`src/rtl/sync_pulse_generator.sv`:
```
// Turns single-cycle request strobes into level pulses of HIGH_CYCLES followed by
// a LOW_CYCLES gap; requests that arrive mid-pulse wait in a saturating counter.
module sync_pulse_generator #(
  parameter int HIGH_CYCLES = 4,
  parameter int LOW_CYCLES  = 2,
  parameter int QUEUE_W     = 3
) (
  input  logic               clk,
  input  logic               rst_n,
  input  logic               trig,
  output logic               pulse,
  output logic               busy,
  output logic [QUEUE_W-1:0] pending,
  output logic               overflow
);

  localparam int MAXC  = (HIGH_CYCLES > LOW_CYCLES) ? HIGH_CYCLES : LOW_CYCLES;
  localparam int CNT_W = (MAXC > 1) ? $clog2(MAXC) : 1;
  localparam logic [CNT_W-1:0]   HI_LOAD  = CNT_W'(HIGH_CYCLES - 1);
  localparam logic [CNT_W-1:0]   LO_LOAD  = CNT_W'(LOW_CYCLES - 1);
  localparam logic [QUEUE_W-1:0] PEND_MAX = '1;

  typedef enum logic [1:0] {S_IDLE, S_HIGH, S_LOW} state_t;

  state_t             state_q, state_d;
  logic [CNT_W-1:0]   cnt_q, cnt_d;
  logic [QUEUE_W-1:0] pend_q, pend_d;
  logic               ovf_q, ovf_d;
  logic               pulse_q, pulse_d;
  logic               busy_q, busy_d;
  logic               last_low, deq, enq;

  always_comb begin
    state_d  = state_q;
    cnt_d    = cnt_q;
    pend_d   = pend_q;
    ovf_d    = ovf_q;
    last_low = (state_q == S_LOW) && (cnt_q == '0);
    deq      = last_low && (pend_q != '0);
    // A trig on the final gap cycle with nothing queued starts the next pulse directly.
    enq      = trig && (state_q != S_IDLE) && !(last_low && (pend_q == '0));

    case (state_q)
      S_IDLE: if (trig) begin
        state_d = S_HIGH;
        cnt_d   = HI_LOAD;
      end
      S_HIGH: if (cnt_q == '0) begin
        state_d = S_LOW;
        cnt_d   = LO_LOAD;
      end else begin
        cnt_d = cnt_q - CNT_W'(1);
      end
      S_LOW: if (cnt_q == '0) begin
        if ((pend_q != '0) || trig) begin
          state_d = S_HIGH;
          cnt_d   = HI_LOAD;
        end else begin
          state_d = S_IDLE;
        end
      end else begin
        cnt_d = cnt_q - CNT_W'(1);
      end
      default: begin
        state_d = S_IDLE;
        cnt_d   = '0;
      end
    endcase

    if (enq && !deq) begin
      if (pend_q == PEND_MAX) ovf_d = 1'b1;
      else                    pend_d = pend_q + QUEUE_W'(1);
    end else if (deq && !enq) begin
      pend_d = pend_q - QUEUE_W'(1);
    end

    pulse_d = (state_d == S_HIGH);
    busy_d  = (state_d != S_IDLE);
  end

  always_ff @(posedge clk or negedge rst_n) begin
    if (!rst_n) begin
      state_q <= S_IDLE;
      cnt_q   <= '0;
      pend_q  <= '0;
      ovf_q   <= 1'b0;
      pulse_q <= 1'b0;
      busy_q  <= 1'b0;
    end else begin
      state_q <= state_d;
      cnt_q   <= cnt_d;
      pend_q  <= pend_d;
      ovf_q   <= ovf_d;
      pulse_q <= pulse_d;
      busy_q  <= busy_d;
    end
  end

  assign pulse    = pulse_q;
  assign busy     = busy_q;
  assign pending  = pend_q;
  assign overflow = ovf_q;

endmodule

```
`config.mk`:
```
export PLATFORM = sky130hd
export DESIGN_NAME = sync_pulse_generator
export DESIGN_NICKNAME = d
export VERILOG_FILES = /design/src/rtl/sync_pulse_generator.sv
export SDC_FILE = /design/constraint.sdc
export NUM_CORES = 1
export LEC_CHECK = 0
export CORE_AREA = 2 2 39 41
export CTS_BUF_LIST = sky130_fd_sc_hd__clkbuf_4
export DETAILED_ROUTE_END_ITERATION = 7
export DIE_AREA = 0 0 41 43
export PLACE_DENSITY = 0.65
export RECOVER_POWER = 50
export SYNTH_ARGS = -nofsm -noshare
export SYNTH_HDL_FRONTEND = slang
export SYNTH_SLANG_ARGS = --single-unit
```
`constraint.sdc`:
```
create_clock -name clk -period 2.7 [get_ports clk]
set_input_delay 0.405 -clock clk [delete_from_list [all_inputs] [get_ports clk]]
set_output_delay 0.405 -clock clk [all_outputs]
set_load 0.005 [all_outputs]
```
==> results by group <==
Outcome
  – Outcome: finished, final reports clean

GRT
  – Largest net degree at the start of global routing: 13
  – Gr usage total: about an eighth
  – First-pass GRT wire length: ~1500 µm
  – Antenna violations before repair: 0
  – GRT overflow: 0
  – Vias in the first global route: approximately 360

Die
  – Die Ht: 43 µm
  – Initial core utilization: between 30% and 40%
  – DIE WIDTH: about 40 µm
  – Core ar.: approximately 1400 µm²
  – Die ar.: between 1500 and 2000 µm²
  – FP Rows: 14
  – I/O pins: 9

Setup path
  – Worst path cell trace: inv_1, ha_1, and2b_1, o21ai_0, fa_1, mux2_1
  – Req. time, crit path: approximately 2.9 ns
  – Buf+Inv Stages, Crit Path: 1
  – Kind of end point of the critical path: register
  – Worst setup startpoint: cnt_q[0]$_DFFE_PN0P_
  – Critical Path Slowest Stage Cell: fa_1
  – Element type at the critical path start: register
  – Crit path capture: pending[1]$_DFFE_PN0P_
  – Setup Crit Path Kind: reg -> reg
  – Reg2reg path depth: 6
  – Largest delay share family, worst path: adder cells
  – Crit Path Max Fanout: 7
  – Cell depth of the worst setup path: 6
  – Worst EP arrival: approximately 2.4 ns
  – Worst R2R Setup Slack: 0.48 ns
  – R2r endpoint: pending[1]$_DFFE_PN0P_
  – Slowest stage delay, CP: roughly 0.46 ns
  – Critical R2R Launch: cnt_q[0]$_DFFE_PN0P_

Timing
  – Max Freq: roughly 0.45 GHz
  – Hold Fails Final Rpt: 0
  – RSZ-0062 raised after global routing: false
  – Fin crit share: approximately 82%
  – Final setup fails: 0
  – Worst slew pin tran: ~0.47 ns
  – Setup TNS: 0 ns
  – Minimum clock period: between 2 and 2.5 ns
  – Final Slew Violations: 0
  – Slew HR: between 60 and 70%
  – Clock skew: 0.004297 ns

Layout
  – Antenna fix cells: 0
  – Fillers: 139
  – Layout cells sized above 1: under 10%
  – Area Growth Syn to Fin: 23.23%
  – Register area: 250.2 µm²
  – Most common cell after layout, fill and taps aside: dfrtp_1
  – Area of the multi-input gates: 235.2 µm²
  – Layout net count: between 60 and 70
  – Commonest non-fill, non-tap cells in the layout: dfrtp_1 (10), inv_1 (5), clkdlybuf4s50_1 (5)
  – Layout Cells excl Fill: 72

Job
  – # Max-Cap Violations: 0

Place
  – IO buf count: 8
  – Final GP Congestion: 0.7256
  – Dpl hpwl: 682.5 µm
  – DP Cell Count: 68

Route
  – # DRC: 0
  – Total Routed Length: around 900 µm
  – Vias per inst: approximately 5.2
  – TritonRoute pass-1 iters: 5
  – ANT nets after route: 0
  – DR WL/cell: approximately 12 µm
  – DR iter-0 viols: 1
  – Vias after detailed routing: between 300 and 400

Clock tree
  – Htree depth: 1
  – CTS Buf Count: 3
  – Clk Tree Root Cell: clkbuf_4
  – CTS tree: yes
  – Clk buf depth: 2
  – Cts repair resizes: 0
  – Post-CTS setup buffer count: 0
  – Clk sinks: 10
  – Clock Latency Late Sink: about 0.26 ns
  – Post-cts hold buffer count: 0
  – Worst-path clk slew: about 0.07 ns

Power
  – VDD IR max: approximately 0.37 mV
  – Tot Pwr: roughly 720 µW
  – Cell Pwr Density: roughly 1100 nW/µm²
  – Static Leak: 0.2706 nW

Yosys
  – Post-synth top area share: between 40% and 50%
  – Area contributors post-synth: dfrtp_1 (49%), ha_1 (4.9%), a211oi_1 (4.4%), fa_1 (3.9%), mux2i_1 (3.9%)
  – Syn Area/Cell: ~11 µm²
  – Largest area contributor in the netlist: dfrtp_1
  – Mapped Nets: just over 50
  – Yosys reg bits: 10
  – Sequential element share of the synthesized area: between 40% and 50%
  – Post-synthesis instance total: 45
  – Netlist cell types: 23
  – Mapped cell area: between 500 and 600 µm²
  – Yosys warnings: 0

Min path
  – Hold/Removal Path Class: reg -> reg
  – HP Start: overflow$_DFFE_PN0P_
where the power goes:
group	leakage [nW]	switching, mW	internal, mW
sequential	0.113	0.0762	0.222
combinational	0.142	0.140	0.177
clock	0.0154	0.0526	0.0533
worst min-delay path by stage:
stage | endpoint | slack (ns) | cells past startpoint
floorplan | busy$_DFF_PN0_ | 0.11 | 0
CTS | pending[1]$_DFFE_PN0P_ | 0.46 | 1
detailed placement | overflow$_DFFE_PN0P_ | 0.47 | 1
global route | overflow$_DFFE_PN0P_ | 0.53 | 1
global placement | overflow$_DFFE_PN0P_ | 0.48 | 1
finish | overflow$_DFFE_PN0P_ | 0.47 | 1
cell families after synthesis:
family / after synthesis / synth area share, %
AO/OA/AOI/OAI: 12 / 15.89
XOR/XNOR: 2 / 3.424
adder cells (fa/ha/maj): 3 / 8.801
buffers and inverters: 6 / 4.645
flip-flops: 10 / 48.90
multiplexers: 3 / 6.112
AND/OR/NAND/NOR: 9 / 12.23
state kept, by name, indices dropped and copies added, names as in the netlist:
register / flops
pending: 3
cnt_q: 2
busy: 1
pulse: 1
overflow: 1
state_q: 2
per-stage QoR:
step	area [µm²]	hold slack [ns]	util, %	worst slack [ns]
2_1_floorplan	511.7	0.1094	-	0.7106
3_3_place_gp	606.8	0.4764	43.85	0.6072
3_5_place_dp	606.8	0.4693	43.85	0.5440
4_1_cts	633.1	0.4608	45.75	0.5330
5_1_grt	630.6	0.5296	45.57	0.2902
6_report	630.6	0.4740	45.57	0.4811
metal layers:
metal	GRT usage (%)	share of wire (%)	up-vias	wire length, µm
met3	5.236	4.9	2	44
met1	16.33	43	183	390
met4	8.000	1.6	0	14
met5	0	0	-	0
met2	18.44	50	8	447
li1	-	-	182	-
Yosys cell counts:
master	n
nand3_1	2
mux2_1	1
a21oi_1	3
o211ai_1	1
ha_1	2
dfrtp_1	10
fa_1	1
buf_2	1
o21ai_0	2
nor3_4	1
nand2_1	1
xor2_1	2
nor2b_1	1
mux2i_1	2
and2b_4	1
nand4_1	1
a221oi_1	1
a211oi_1	3
inv_1	5
a41o_1	1
o21bai_1	1
nor2_1	1
or3_1	1
layout make-up:
class                   count  area share (%)
flip-flops and latches     10           39.68
multi-input cells          29           37.30
repair buffers              8           12.70
clock buffers               3           3.571
well taps                  16           3.175
inverters                   5           2.976
clock inverters             1          0.5952
No activity file was read; power rests on OpenSTA's default activity.
